==> src/rtl/dm_pkg.sv <==
// Shared definitions for the data-memory port: load/store size codes and the
// DMA handshake state encoding.
package dm_pkg;

    localparam logic [1:0] WORD = 2'b00;
    localparam logic [1:0] HALF = 2'b01;
    localparam logic [1:0] BYTE = 2'b10;

    typedef enum logic {
        D_IDLE = 1'b0,
        D_ACK  = 1'b1
    } dstate_t;

endpackage

==> src/rtl/dm_arbiter_if.sv <==
// Bundle of the CPU, DMA and memory-side signals around the data-memory arbiter.
// slave is the arbiter's view; master is the requestor/memory view.
interface dm_arbiter_if;

    logic        cpu_req;
    logic        cpu_we;
    logic [31:0] cpu_addr;
    logic [31:0] cpu_wdata;
    logic [1:0]  cpu_ls_bit;
    logic        cpu_ext_op;
    logic [31:0] cpu_rdata;
    logic        cpu_stall;

    logic        dma_req;
    logic        dma_we;
    logic [31:0] dma_addr;
    logic [31:0] dma_wdata;
    logic [1:0]  dma_ls_bit;
    logic        dma_ext_op;
    logic        dma_ack;
    logic        dma_err;
    logic [31:0] dma_rdata;

    logic [31:0] dm_addr;
    logic [31:0] dm_wdata;
    logic [1:0]  dm_ls_bit;
    logic        dm_we;
    logic        dm_ext_op;
    logic [31:0] dm_rdata;

    modport slave (
        input  cpu_req, cpu_we, cpu_addr, cpu_wdata, cpu_ls_bit, cpu_ext_op,
        output cpu_rdata, cpu_stall,
        input  dma_req, dma_we, dma_addr, dma_wdata, dma_ls_bit, dma_ext_op,
        output dma_ack, dma_err, dma_rdata,
        output dm_addr, dm_wdata, dm_ls_bit, dm_we, dm_ext_op,
        input  dm_rdata
    );

    modport master (
        output cpu_req, cpu_we, cpu_addr, cpu_wdata, cpu_ls_bit, cpu_ext_op,
        input  cpu_rdata, cpu_stall,
        output dma_req, dma_we, dma_addr, dma_wdata, dma_ls_bit, dma_ext_op,
        input  dma_ack, dma_err, dma_rdata,
        input  dm_addr, dm_wdata, dm_ls_bit, dm_we, dm_ext_op,
        output dm_rdata
    );

endinterface

==> src/rtl/dm_align_chk.sv <==
// Flags accesses whose address is not aligned to the requested size, plus the
// reserved size code 2'b11.
module dm_align_chk
    import dm_pkg::*;
(
    input  logic [1:0] addr_lo,
    input  logic [1:0] ls_bit,
    output logic       misalign
);

    always_comb begin
        misalign = 1'b0;
        unique case (ls_bit)
            WORD:    misalign = (addr_lo != 2'b00);
            HALF:    misalign = addr_lo[0];
            BYTE:    misalign = 1'b0;
            default: misalign = 1'b1;
        endcase
    end

endmodule

==> src/rtl/dm_arbiter.sv <==
// Shares the data-memory port between the MEM stage (fixed priority) and a
// DMA/loader port, with a starvation counter that forces periodic DMA grants.
module dm_arbiter
    import dm_pkg::*;
#(
    parameter int unsigned STARVE_LIMIT = 4,
    parameter int unsigned CNT_W        = 3
) (
    input logic         clock,
    input logic         reset_n,
    dm_arbiter_if.slave bus
);

    localparam logic [CNT_W-1:0] StarveMax = CNT_W'(STARVE_LIMIT);

    dstate_t          dstate_q, dstate_d;
    logic [CNT_W-1:0] starve_cnt_q, starve_cnt_d;
    logic             dma_ack_q, dma_ack_d;
    logic             dma_err_q, dma_err_d;
    logic [31:0]      dma_rdata_q, dma_rdata_d;

    logic dma_ok;
    logic grant_dma;
    logic grant_cpu;
    logic misalign;

    dm_align_chk u_align_chk (
        .addr_lo  (bus.dma_addr[1:0]),
        .ls_bit   (bus.dma_ls_bit),
        .misalign (misalign)
    );

    // D_ACK blocks a new grant so a held request is never issued twice.
    assign dma_ok    = (dstate_q == D_IDLE) & bus.dma_req;
    assign grant_dma = dma_ok & (~bus.cpu_req | (starve_cnt_q == StarveMax));
    assign grant_cpu = bus.cpu_req & ~grant_dma;

    assign bus.cpu_stall = bus.cpu_req & grant_dma;
    assign bus.cpu_rdata = grant_cpu ? bus.dm_rdata : 32'h0;
    assign bus.dma_ack   = dma_ack_q;
    assign bus.dma_err   = dma_err_q;
    assign bus.dma_rdata = dma_rdata_q;

    always_comb begin
        bus.dm_addr   = 32'h0;
        bus.dm_wdata  = 32'h0;
        bus.dm_ls_bit = WORD;
        bus.dm_we     = 1'b0;
        bus.dm_ext_op = 1'b0;
        if (grant_cpu) begin
            bus.dm_addr   = bus.cpu_addr;
            bus.dm_wdata  = bus.cpu_wdata;
            bus.dm_ls_bit = bus.cpu_ls_bit;
            bus.dm_we     = bus.cpu_we;
            bus.dm_ext_op = bus.cpu_ext_op;
        end else if (grant_dma) begin
            bus.dm_addr   = bus.dma_addr;
            bus.dm_wdata  = bus.dma_wdata;
            bus.dm_ls_bit = bus.dma_ls_bit;
            bus.dm_we     = bus.dma_we & ~misalign;
            bus.dm_ext_op = bus.dma_ext_op;
        end
    end

    always_comb begin
        dstate_d     = dstate_q;
        starve_cnt_d = starve_cnt_q;
        dma_ack_d    = 1'b0;
        dma_err_d    = dma_err_q;
        dma_rdata_d  = dma_rdata_q;

        if (grant_dma || !bus.dma_req) begin
            starve_cnt_d = '0;
        end else if (dma_ok && bus.cpu_req && starve_cnt_q != StarveMax) begin
            starve_cnt_d = starve_cnt_q + 1'b1;
        end

        unique case (dstate_q)
            D_IDLE: begin
                if (grant_dma) begin
                    dstate_d    = D_ACK;
                    dma_ack_d   = 1'b1;
                    dma_err_d   = misalign;
                    dma_rdata_d = bus.dma_we ? 32'h0 : bus.dm_rdata;
                end
            end
            D_ACK:   dstate_d = D_IDLE;
            default: dstate_d = D_IDLE;
        endcase
    end

    always_ff @(posedge clock or negedge reset_n) begin
        if (!reset_n) begin
            dstate_q     <= D_IDLE;
            starve_cnt_q <= '0;
            dma_ack_q    <= 1'b0;
            dma_err_q    <= 1'b0;
            dma_rdata_q  <= 32'h0;
        end else begin
            dstate_q     <= dstate_d;
            starve_cnt_q <= starve_cnt_d;
            dma_ack_q    <= dma_ack_d;
            dma_err_q    <= dma_err_d;
            dma_rdata_q  <= dma_rdata_d;
        end
    end

endmodule

==> src/flat_wrapper.sv <==
// flat-port wrapper written by rule: the top's interface ports become plain ports
module dm_arbiter_flat import dm_pkg::*;
#(
    parameter int unsigned STARVE_LIMIT = 4,
    parameter int unsigned CNT_W        = 3
)
  (clock, reset_n, bus_cpu_req, bus_cpu_we, bus_cpu_addr, bus_cpu_wdata, bus_cpu_ls_bit, bus_cpu_ext_op, bus_cpu_rdata, bus_cpu_stall, bus_dma_req, bus_dma_we, bus_dma_addr, bus_dma_wdata, bus_dma_ls_bit, bus_dma_ext_op, bus_dma_ack, bus_dma_err, bus_dma_rdata, bus_dm_addr, bus_dm_wdata, bus_dm_ls_bit, bus_dm_we, bus_dm_ext_op, bus_dm_rdata);
  dm_arbiter_if bus_i ();
  input logic clock;
  input logic reset_n;
  input wire logic [$bits(bus_i.cpu_req)-1:0] bus_cpu_req;
  input wire logic [$bits(bus_i.cpu_we)-1:0] bus_cpu_we;
  input wire logic [$bits(bus_i.cpu_addr)-1:0] bus_cpu_addr;
  input wire logic [$bits(bus_i.cpu_wdata)-1:0] bus_cpu_wdata;
  input wire logic [$bits(bus_i.cpu_ls_bit)-1:0] bus_cpu_ls_bit;
  input wire logic [$bits(bus_i.cpu_ext_op)-1:0] bus_cpu_ext_op;
  output wire logic [$bits(bus_i.cpu_rdata)-1:0] bus_cpu_rdata;
  output wire logic [$bits(bus_i.cpu_stall)-1:0] bus_cpu_stall;
  input wire logic [$bits(bus_i.dma_req)-1:0] bus_dma_req;
  input wire logic [$bits(bus_i.dma_we)-1:0] bus_dma_we;
  input wire logic [$bits(bus_i.dma_addr)-1:0] bus_dma_addr;
  input wire logic [$bits(bus_i.dma_wdata)-1:0] bus_dma_wdata;
  input wire logic [$bits(bus_i.dma_ls_bit)-1:0] bus_dma_ls_bit;
  input wire logic [$bits(bus_i.dma_ext_op)-1:0] bus_dma_ext_op;
  output wire logic [$bits(bus_i.dma_ack)-1:0] bus_dma_ack;
  output wire logic [$bits(bus_i.dma_err)-1:0] bus_dma_err;
  output wire logic [$bits(bus_i.dma_rdata)-1:0] bus_dma_rdata;
  output wire logic [$bits(bus_i.dm_addr)-1:0] bus_dm_addr;
  output wire logic [$bits(bus_i.dm_wdata)-1:0] bus_dm_wdata;
  output wire logic [$bits(bus_i.dm_ls_bit)-1:0] bus_dm_ls_bit;
  output wire logic [$bits(bus_i.dm_we)-1:0] bus_dm_we;
  output wire logic [$bits(bus_i.dm_ext_op)-1:0] bus_dm_ext_op;
  input wire logic [$bits(bus_i.dm_rdata)-1:0] bus_dm_rdata;
  assign bus_i.cpu_req = bus_cpu_req;
  assign bus_i.cpu_we = bus_cpu_we;
  assign bus_i.cpu_addr = bus_cpu_addr;
  assign bus_i.cpu_wdata = bus_cpu_wdata;
  assign bus_i.cpu_ls_bit = bus_cpu_ls_bit;
  assign bus_i.cpu_ext_op = bus_cpu_ext_op;
  assign bus_cpu_rdata = bus_i.cpu_rdata;
  assign bus_cpu_stall = bus_i.cpu_stall;
  assign bus_i.dma_req = bus_dma_req;
  assign bus_i.dma_we = bus_dma_we;
  assign bus_i.dma_addr = bus_dma_addr;
  assign bus_i.dma_wdata = bus_dma_wdata;
  assign bus_i.dma_ls_bit = bus_dma_ls_bit;
  assign bus_i.dma_ext_op = bus_dma_ext_op;
  assign bus_dma_ack = bus_i.dma_ack;
  assign bus_dma_err = bus_i.dma_err;
  assign bus_dma_rdata = bus_i.dma_rdata;
  assign bus_dm_addr = bus_i.dm_addr;
  assign bus_dm_wdata = bus_i.dm_wdata;
  assign bus_dm_ls_bit = bus_i.dm_ls_bit;
  assign bus_dm_we = bus_i.dm_we;
  assign bus_dm_ext_op = bus_i.dm_ext_op;
  assign bus_i.dm_rdata = bus_dm_rdata;
  dm_arbiter #(.STARVE_LIMIT(STARVE_LIMIT), .CNT_W(CNT_W)) u_core (.clock(clock), .reset_n(reset_n), .bus(bus_i));
endmodule
==> config.mk <==
export PLATFORM = sky130hd
export DESIGN_NAME = dm_arbiter_flat
export DESIGN_NICKNAME = d
export VERILOG_FILES = /design/src/rtl/dm_pkg.sv /design/src/rtl/dm_arbiter_if.sv /design/src/rtl/dm_align_chk.sv /design/src/rtl/dm_arbiter.sv /design/src/flat_wrapper.sv
export SDC_FILE = /design/constraint.sdc
export NUM_CORES = 1
export LEC_CHECK = 0
export ABC_AREA = 0
export CORE_MARGIN = 10
export CORE_UTILIZATION = 34
export CTS_BUF_LIST = sky130_fd_sc_hd__clkbuf_8
export DETAILED_ROUTE_END_ITERATION = 16
export HOLD_SLACK_MARGIN = 0.03
export PLACE_DENSITY = 0.95
export SETUP_SLACK_MARGIN = 0.1
export SYNTH_ARGS = -nofsm -noshare
export SYNTH_HDL_FRONTEND = slang
export SYNTH_HIERARCHICAL = 1
export SYNTH_SLANG_ARGS = --single-unit
==> constraint.sdc <==
create_clock -name clock -period 5.55 [get_ports clock]
set_clock_uncertainty 0.05 [all_clocks]
set_input_delay 1.11 -clock clock [delete_from_list [all_inputs] [get_ports clock]]
set_output_delay 1.11 -clock clock [all_outputs]
set_load 0.05 [all_outputs]
==> results.sh <==
export IMPL_p_sw_mw=0.606
export IMPL_drive_gt1_frac=0.123
export IMPL_coreArea_mm2=0.00933
export IMPL_cts_tree="done"
export IMPL_yosysTopAreaCell="dfrtp_1"
export IMPL_p_clk_frac=0.127
export IMPL_die_width_um=119
export IMPL_start_util=0.354
export IMPL_die_h_um=119
export IMPL_cts_sink_count=37
export IMPL_synth_top_cell_area_share=0.281
export IMPL_grt_usage=0.234
export IMPL_grt_pass1_wl_um=26200
export IMPL_grt_max_degree=67
export IMPL_pre_cts_ws_ns=0.720
export IMPL_dr_first_iter_drc_count=256
export IMPL_grt_setup_unrepaired="no"
export IMPL_sequentialPowerShare=0.231
export IMPL_synth_most_common_cell="inv_1"
export IMPL_postRouteAntennaNets=0
export IMPL_drtPass1Iterations=4
export IMPL_max_freq_mhz=208
export IMPL_hold_path_class="register to register"
export IMPL_ios=307
export IMPL_clk_pin_slew_worst_paths_ns=0.07
export IMPL_power_internal_mw=0.773
export IMPL_synth_area_mm2=0.00330
export IMPL_arrival_ns=3.64
export IMPL_final_cell_area_mm2=0.00712
export IMPL_hold_viol_final=0
export IMPL_async_flop_share=1.00
export IMPL_p_per_area_mw_per_mm2=194
export IMPL_maxCapViolCount=0
export IMPL_power_leakage_nw=3.26
export IMPL_portBuffers=306
export IMPL_area_growth_pct=116
export IMPL_avgRoutedWirePerCell_um=20.9
export IMPL_cts_root_buf="clkbuf_8"
export IMPL_synth_common_cells="inv_1, nand2_1, mux2i_1"
export IMPL_synthCells=432
export IMPL_clockBufferDepth=2
export IMPL_synthDistinctLibCells=25
export IMPL_yosys_register_bits=37
export IMPL_whs_path_depth=2
export IMPL_hpwl_um=15200
export IMPL_ys_top_cells_by_area="dfrtp_1, mux2i_1, inv_1"
export IMPL_vias=4045
export IMPL_status="finished clean"
export IMPL_post_route_drc_count=0
export IMPL_synth_fp_nets=606
export IMPL_grt_pass1_vias=4478
export IMPL_wl_um=17700
export IMPL_avgSynthCellArea_um2=7.64
export IMPL_combPwrFrac=0.642
export IMPL_num_nets_final=888
export IMPL_worstPathMaxFanout=32
export IMPL_startpoint_type="primary input"
export IMPL_r2r_cells=6
export IMPL_post_route_period_util=0.866
export IMPL_required_ns=4.39
export IMPL_cts_resized_gates=0
export IMPL_maxSlewHeadroom=0.408
export IMPL_final_max_slew_violation_count=0
export IMPL_clk_latency_ns=0.28
export IMPL_tightest_slew_ns=0.888
export IMPL_synthFlopType="dfrtp_1"
export IMPL_yosys_warnings=6
export IMPL_synth_edff_count=0
export IMPL_swShare=0.439
export IMPL_ctsHtreeMaxLevel=2
export IMPL_finalSetupViolCount=0
export IMPL_finalSetupTns_ns=0
export IMPL_place_gp_congestion=0.979
export IMPL_min_period_ns=4.80
export IMPL_cts_hold_buffers_added=0
export IMPL_layout_setup_ws_ns=0.746
export IMPL_post_dp_cell_area_mm2=0.00703
export IMPL_rows=35
export IMPL_worstSetupPathType="primary input to output pin"
export IMPL_end_kind="output pin"
export IMPL_antenna_found_initial=1
export IMPL_die_area_mm2=0.0140
export IMPL_detail_route_vias_per_cell=4.79
export IMPL_peakVddDrop_v=0.000101
export IMPL_grt_ovfl_total=0
export IMPL_cts_buffers=5
export IMPL_seq_area_frac_synth=0.281
export IMPL_postCtsSetupBuffers=0
-- metal layers --
metal | track usage | vias to the layer above | part of all wire
met5 | 0 | - | 0
met4 | 0.0565 | 0 | 0.017
met3 | 0.0852 | 16 | 0.089
met2 | 0.466 | 183 | 0.56
met1 | 0.217 | 1901 | 0.33
li1 | - | 1945 | -
-- cell usage in the layout, fill, tap and decap left out, types with 2 or more instances in the layout --
| master | count |
|---|---|
| clkdlybuf4s50_1 | 235 |
| nor2_1 | 2 |
| nor3b_1 | 2 |
| inv_1 | 102 |
| buf_4 | 5 |
| and2_1 | 33 |
| mux2i_1 | 68 |
| nand2b_1 | 2 |
| o41ai_1 | 32 |
| buf_2 | 2 |
| o21ai_0 | 33 |
| dfrtp_1 | 37 |
| a21boi_0 | 3 |
| nand2_1 | 73 |
| ha_1 | 2 |
| clkinv_2 | 2 |
| clkbuf_8 | 5 |
| buf_12 | 69 |
-- metrics by stage --
step	power, mW	hold slack, ns	utilization	instances
6_report	1.38	0.461	0.763	845
5_1_grt	1.44	0.482	0.763	845
4_1_cts	1.39	0.462	0.763	844
3_5_place_dp	1.21	0.445	0.754	836
3_3_place_gp	1.19	0.435	0.754	836
2_1_floorplan	0.767	0.481	-	432
-- sequential cells by signal, indices dropped and copies added, names as in the netlist --
signal and cells:
u_core/bus.dma_rdata 32, u_core/starve_cnt_q 3, u_core/bus.dma_ack 1, u_core/bus.dma_err 1
-- kinds of logic (layout without fill, tap and decap cells) --
group,after synthesis,in the layout,share of synthesized area
AOI/OAI and AO/OA,71,71,0.152
adders and majority gates,2,2,0.00758
buffers and inverters,137,420,0.179
DFF,37,37,0.281
muxes,69,69,0.210
other,0,1,0
and+or+nand+nor,116,116,0.171
-- cell type report --
| class | instances | area (um2) |
|---|---|---|
| repair buffers | 311 | 3780 |
| fillers | 590 | 2210 |
| multi-input cells | 258 | 1780 |
| flip-flops and latches | 37 | 926 |
| inverters | 101 | 379 |
| well taps | 129 | 161 |
| clock buffers | 5 | 68.8 |
| clock inverters | 3 | 13.8 |
| diodes | 1 | 2.50 |
-- power groups by stage --
stage / clock network, mW / logic, mW / registers, mW
CTS: 0.183 / 0.891 / 0.318
floorplan: 0 / 0.335 / 0.432
detailed placement: 0 / 0.889 / 0.324
global placement: 0 / 0.870 / 0.321
global route: 0.196 / 0.923 / 0.322
finish: 0.175 / 0.886 / 0.318
-- worst paths after layout --
kind                                               start                        to  slack, ns
max in group asynchronous                        reset_n   u_core/bus.dma_rdata[8]       4.05
worst min-delay path            u_core/bus.dma_rdata[31]  u_core/bus.dma_rdata[31]       0.46
worst min register to register  u_core/bus.dma_rdata[31]  u_core/bus.dma_rdata[31]       0.46
worst max register to register    u_core/starve_cnt_q[0]        u_core/bus.dma_err       3.30
worst max-delay path                         bus_dma_req         bus_cpu_rdata[17]       0.75
min in group asynchronous                        reset_n  u_core/bus.dma_rdata[17]       0.87
-- critical path: stages --
cell             delay [ns]
clkdlybuf4s50_1        0.49
nand2b_4               0.23
o21a_1                 0.74
and2_1                 0.23
clkdlybuf4s50_1        0.82
Note: power is estimated with default switching activity, not from simulation.
